### src/rtl/serial_sink.sv
// serial_sink: bit-serial frame receiver for the perceptron datapath.
//
// Receives frames of {start, sel[2:0] LSB first, data[7:0] LSB first,
// [parity], stop} from the serial shifter and writes each payload byte into
// one byte lane of a 64-bit word.
//
// Optional feature macro: SERIAL_SINK_PARITY_EN adds an even-parity bit
// over sel and data ahead of the stop bit; without it parity_err is tied low.
//
// Ports:
//   clk, rst    clock and synchronous active-high reset
//   rx          serial line, idles high
//   clear       zero word/lanes and abort any frame in progress
//   byte_data   last committed payload byte
//   byte_sel    lane of the last committed payload
//   byte_valid  one-cycle pulse per committed byte
//   word        assembled word, lane n at word[8n+7:8n]
//   word_valid  one-cycle pulse when lane 7 is committed
//   lanes       lanes written since the last word_valid or clear
//   frame_err   one-cycle pulse on a bad stop bit
//   parity_err  one-cycle pulse on a parity mismatch
//   busy        high whenever the receiver is not idle
module serial_sink #(
    parameter int unsigned CLKS_PER_BIT = 4
) (
    input  logic        clk,
    input  logic        rst,
    input  logic        rx,
    input  logic        clear,
    output logic [7:0]  byte_data,
    output logic [2:0]  byte_sel,
    output logic        byte_valid,
    output logic [63:0] word,
    output logic        word_valid,
    output logic [7:0]  lanes,
    output logic        frame_err,
    output logic        parity_err,
    output logic        busy
);

    localparam int unsigned CNT_W = (CLKS_PER_BIT > 2) ? $clog2(CLKS_PER_BIT) : 1;
    localparam logic [CNT_W-1:0] BIT_LAST  = CNT_W'(CLKS_PER_BIT - 1);
    localparam logic [CNT_W-1:0] HALF_LAST = CNT_W'(CLKS_PER_BIT / 2 - 1);

    typedef enum logic [2:0] {
        S_IDLE, S_START, S_SEL, S_DATA, S_PAR, S_STOP, S_BREAK
    } state_t;

    state_t            state;
    logic [1:0]        sync_q;
    logic [CNT_W-1:0]  cnt;
    logic [2:0]        idx;
    logic [2:0]        sel_sh;
    logic [7:0]        data_sh;
    logic              rx_s;
    logic              bit_tick;
    logic              commit_ok;
    logic [7:0]        lane_hot;

    assign rx_s     = sync_q[1];
    assign bit_tick = (cnt == BIT_LAST);
    assign lane_hot = 8'(1) << sel_sh;

`ifdef SERIAL_SINK_PARITY_EN
    logic par_bad;
    assign commit_ok = ~par_bad;
`else
    assign commit_ok  = 1'b1;
    assign parity_err = 1'b0;
`endif

    // Synchronizer, frame FSM and registered outputs
    always_ff @(posedge clk) begin
        if (rst) begin
            sync_q     <= 2'b11;
            state      <= S_IDLE;
            cnt        <= '0;
            idx        <= '0;
            sel_sh     <= '0;
            data_sh    <= '0;
            byte_data  <= '0;
            byte_sel   <= '0;
            byte_valid <= 1'b0;
            word       <= '0;
            word_valid <= 1'b0;
            lanes      <= '0;
            frame_err  <= 1'b0;
            busy       <= 1'b0;
`ifdef SERIAL_SINK_PARITY_EN
            par_bad    <= 1'b0;
            parity_err <= 1'b0;
`endif
        end else begin
            sync_q     <= {sync_q[0], rx};
            byte_valid <= 1'b0;
            word_valid <= 1'b0;
            frame_err  <= 1'b0;
`ifdef SERIAL_SINK_PARITY_EN
            parity_err <= 1'b0;
`endif
            // lanes drops to zero the cycle after a completed word
            if (word_valid) begin
                lanes <= '0;
            end

            if (clear) begin
                state <= S_IDLE;
                busy  <= 1'b0;
                cnt   <= '0;
                idx   <= '0;
                word  <= '0;
                lanes <= '0;
            end else begin
                case (state)
                    S_IDLE: begin
                        if (!rx_s) begin
                            state <= S_START;
                            busy  <= 1'b1;
                            cnt   <= '0;
                        end
                    end
                    // half-bit wait so later samples land mid-bit
                    S_START: begin
                        if (cnt == HALF_LAST) begin
                            cnt <= '0;
                            idx <= '0;
                            if (rx_s) begin
                                state <= S_IDLE;
                                busy  <= 1'b0;
                            end else begin
                                state <= S_SEL;
                            end
                        end else begin
                            cnt <= cnt + CNT_W'(1);
                        end
                    end
                    S_SEL: begin
                        cnt <= bit_tick ? '0 : cnt + CNT_W'(1);
                        if (bit_tick) begin
                            sel_sh <= {rx_s, sel_sh[2:1]};
                            if (idx == 3'd2) begin
                                idx   <= '0;
                                state <= S_DATA;
                            end else begin
                                idx <= idx + 3'd1;
                            end
                        end
                    end
                    S_DATA: begin
                        cnt <= bit_tick ? '0 : cnt + CNT_W'(1);
                        if (bit_tick) begin
                            data_sh <= {rx_s, data_sh[7:1]};
                            idx     <= idx + 3'd1;
                            if (idx == 3'd7) begin
`ifdef SERIAL_SINK_PARITY_EN
                                state <= S_PAR;
`else
                                state <= S_STOP;
`endif
                            end
                        end
                    end
`ifdef SERIAL_SINK_PARITY_EN
                    S_PAR: begin
                        cnt <= bit_tick ? '0 : cnt + CNT_W'(1);
                        if (bit_tick) begin
                            par_bad <= rx_s ^ (^sel_sh) ^ (^data_sh);
                            state   <= S_STOP;
                        end
                    end
`endif
                    S_STOP: begin
                        cnt <= bit_tick ? '0 : cnt + CNT_W'(1);
                        if (bit_tick) begin
`ifdef SERIAL_SINK_PARITY_EN
                            parity_err <= par_bad;
`endif
                            if (rx_s) begin
                                state <= S_IDLE;
                                busy  <= 1'b0;
                                if (commit_ok) begin
                                    byte_data                  <= data_sh;
                                    byte_sel                   <= sel_sh;
                                    byte_valid                 <= 1'b1;
                                    word[{sel_sh, 3'b000} +: 8] <= data_sh;
                                    lanes <= (word_valid ? 8'h00 : lanes) | lane_hot;
                                    word_valid                 <= (sel_sh == 3'd7);
                                end
                            end else begin
                                frame_err <= 1'b1;
                                state     <= S_BREAK;
                            end
                        end
                    end
                    // line held low after a bad stop: wait for it to idle
                    S_BREAK: begin
                        if (rx_s) begin
                            state <= S_IDLE;
                            busy  <= 1'b0;
                        end
                    end
                    default: begin
                        state <= S_IDLE;
                        busy  <= 1'b0;
                    end
                endcase
            end
        end
    end

endmodule
### config.mk
export PLATFORM = sky130hd
export DESIGN_NAME = serial_sink
export DESIGN_NICKNAME = d
export VERILOG_FILES = /design/src/rtl/serial_sink.sv
export SDC_FILE = /design/constraint.sdc
export NUM_CORES = 1
export LEC_CHECK = 0
export CORE_MARGIN = 8
export CORE_UTILIZATION = 46
export CTS_CLUSTER_DIAMETER = 40
export DETAILED_ROUTE_END_ITERATION = 8
export PLACE_DENSITY = 0.75
export SYNTH_ARGS = -nofsm -noshare
export SYNTH_HDL_FRONTEND = slang
export SYNTH_SLANG_ARGS = --single-unit
export TNS_END_PERCENT = 50
### constraint.sdc
create_clock -name clk -period 2.1 [get_ports clk]
set_input_delay 0.315 -clock clk [delete_from_list [all_inputs] [get_ports clk]]
set_output_delay 0.315 -clock clk [all_outputs]
set_load 0.05 [all_outputs]
==> impl_metrics.yaml <==
critical_path:
  crit_type: "reg2reg"
  startpoint_type: "flop"
  cpMaxStageDelayCell: "dfxtp_1"
  cp_max_fo: 16
  crit_required_ns: 2.35
  path_cells: "ha_1 -> and3b_1 -> buf_4 -> nand4_2 -> nand3_1 -> o21ai_0"
  endpoint_kind: "flop"
  ff2ff_setup_slack_ns: 0.16
  arrival_ns: 2.20
  crit_path_max_incr_delay_ns: 0.41
route:
  final_antenna_net_count: 0
  via_per_inst: 5.20
  via_count: 3632
  drt_iter0_markers: 187
  drtPass1Iterations: 5
  route.detailed.drc: 0
  wl_per_cell_um: 16.4
  routed_wl_mm: 11.5
synthesis:
  yosys_register_bits: 108
  synth.distinct_cells: 52
  yosys_most_used_dff: "dfxtp_1"
  syn_area_um2: 4560
  syn_area_per_cell_um2: 9.72
  ys_seq_area_share_pct: 47.4
  yosys_warnings: 0
  synthTopCellsByArea: "dfxtp_1 (47%), mux2i_1 (13%), nand2_1 (5.6%)"
  yosysMostFrequentCell: "dfxtp_1"
  synth_cells: 469
  synthTopCellsByCount: "dfxtp_1 (108), nand2_1 (68), mux2i_1 (59)"
  ys_async_sr_fraction_pct: 0
  yosysTopAreaCell: "dfxtp_1"
  synth_edf_count: 0
  synth_fp_nets: 486
  synth_top_area_share_pct: 47.4
layout:
  multi_input_area_um2: 2220
  regArea_um2: 2160
  syn2layout_area_growth_pct: 28.5
  fin_nets: 578
  fillCellCount: 812
  finish.utilization_pct: 60.5
  antenna_cells: 0
  drive_gt1_share_pct: 11.7
cts:
  cts_sinks: 108
  clk_latency_ns: 0.38
  max-clock-path-buffers: 2
  cts_made_buffers: 9
  cts_root_buffer: "clkbuf_8"
  cts_tree: "built"
  htree_levels: 3
  cts-hold-fix-buffers: 0
  path_clk_slew_ns: 0.10
floorplan:
  dieArea_um2: 13400
  start_util_pct: 47.1
  rows: 36
  dieHeight_um: 116
  io_pins: 92
  coreArea_um2: 9680
  die_w_um: 116
placement:
  dp_hpwl_mm: 8.37
  portBuffers: 90
  globalplace.congestion: 0.824
grt:
  gr-usage-all-layers_pct: 17.5
  grt_antenna_before_repair: 0
  grt_pass1_wl_mm: 18.6
  grt_max_degree: 64
  grt_pass1_vias: 3696
  grt-ovfl-total: 0
sta:
  fin_setup_tns_ns: 0
  timing.final.crit_share_pct: 92.5
  maxSlewHeadroom_pct: 64.9
  maxSlewViolCount: 0
  fin_crit_ns: 1.94
  finalHoldViolations: 0
  finalSetupViolations: 0
  fmax_mhz: 515
  tightest_slew_ns: 0.525
  fin_skew_ns: 0.0159
  rsz0062_at_grt: "false"
job:
  drv_cap: 0
status:
  run_status: "completed"
power_and_ir_drop:
  p_leak_nw: 2.21
  p_per_area_nw_per_um2: 576
  ir_drop_uv: 319
worst_hold_path:
  worstHoldPathType: "reg2reg"
final timing paths:
| path | cells past startpoint | to | start |
|---|---|---|---|
| worst min-delay path | 1 | sync_q[1] | sync_q[0] |
| worst max-delay path | 6 | word[53] | cnt[0] |
| worst min register to register | 1 | sync_q[1] | sync_q[0] |
| worst max register to register | 6 | word[53] | cnt[0] |
what timing repair did:
action                                  4_1_cts  5_1_grt
endpoints found under the setup margin        0        2
gates resized for setup                       0        1
buffers inserted                              0        0
cell families after synthesis:
kind of cell               after synthesis  share of synthesized area (%)
other                                    1                         0.0822
and+or+nand+nor                        191                           23.8
adders and majority gates               13                           3.57
AOI/OAI and AO/OA                       58                           7.76
buffers and inverters                   39                           4.44
DFF                                    108                           47.4
muxes                                   59                           12.9
power by group:
| part | total [mW] | internal [mW] | switching (mW) | leakage (nW) |
|---|---|---|---|---|
| Clock | 1.23 | 0.459 | 0.773 | 0.0949 |
| Combinational | 0.0896 | 0.0280 | 0.0616 | 1.24 |
| Sequential | 2.06 | 2.05 | 0.00496 | 0.870 |
routing by layer:
layer	track usage [%]	vias to the layer above	part of all wire, %
met2	29.2	83	49
li1	-	1810	-
met4	6.39	0	1.1
met5	0	-	0
met1	21.0	1730	45
met3	4.59	9	4.7
layout by cell type, fill, tap and decap left out, drive strengths merged, types with 4 or more instances in the layout:
cell type / synthesis / layout
nor4b: 6 / 6
inv: 8 / 11
or2: 4 / 4
nand2: 71 / 71
a21oi: 5 / 5
dfxtp: 108 / 108
o21ai: 36 / 36
nor2b: 4 / 4
nand2b: 4 / 4
mux2i: 59 / 59
clkbuf: 8 / 9
buf: 23 / 22
a22o: 5 / 5
ha: 13 / 13
nand3: 37 / 37
nand4: 7 / 7
clkdlybuf4s50: 0 / 90
nor3: 7 / 7
nor2: 34 / 34
registers in the layout (all words and copies together), names as in the netlist, 2 cells and up:
name and count:
word 64, byte_data 8, data_sh 8, lanes 8, byte_sel 3, idx 3, sel_sh 3, state 3
cnt 2, sync_q 2
through the flow:
stage          setup WS (ns)  cells  power (mW)  cell area, µm²  hold WS, ns
2_1_floorplan         0.0168    469        2.17            4580        0.389
3_3_place_gp           0.164    683        2.19            5660        0.392
3_5_place_dp           0.136    683        2.19            5660        0.394
4_1_cts                0.160    699        3.41            5850        0.420
5_1_grt              0.00225    699        3.51            5860        0.434
6_report               0.158    699        3.38            5860        0.417
area by class of cell:
| cell class | instances | share of cell area (%) |
|---|---|---|
| Clock inverter | 7 | 1.13 |
| Sequential cell | 108 | 36.9 |
| Clock buffer | 9 | 2.11 |
| Tap cell | 133 | 2.84 |
| Inverter | 8 | 0.512 |
| Timing Repair Buffer | 112 | 18.6 |
| Multi-Input combinational cell | 322 | 37.9 |
worst max-delay path: cells and delay by family (launching register included):
family          cells  cell delay [ns]
compound gates      1             0.10
fa+ha+maj           1             0.32
buf+inv             1             0.17
flops               1             0.41
simple gates        3             0.82
Power figures use the tool's default switching activity.
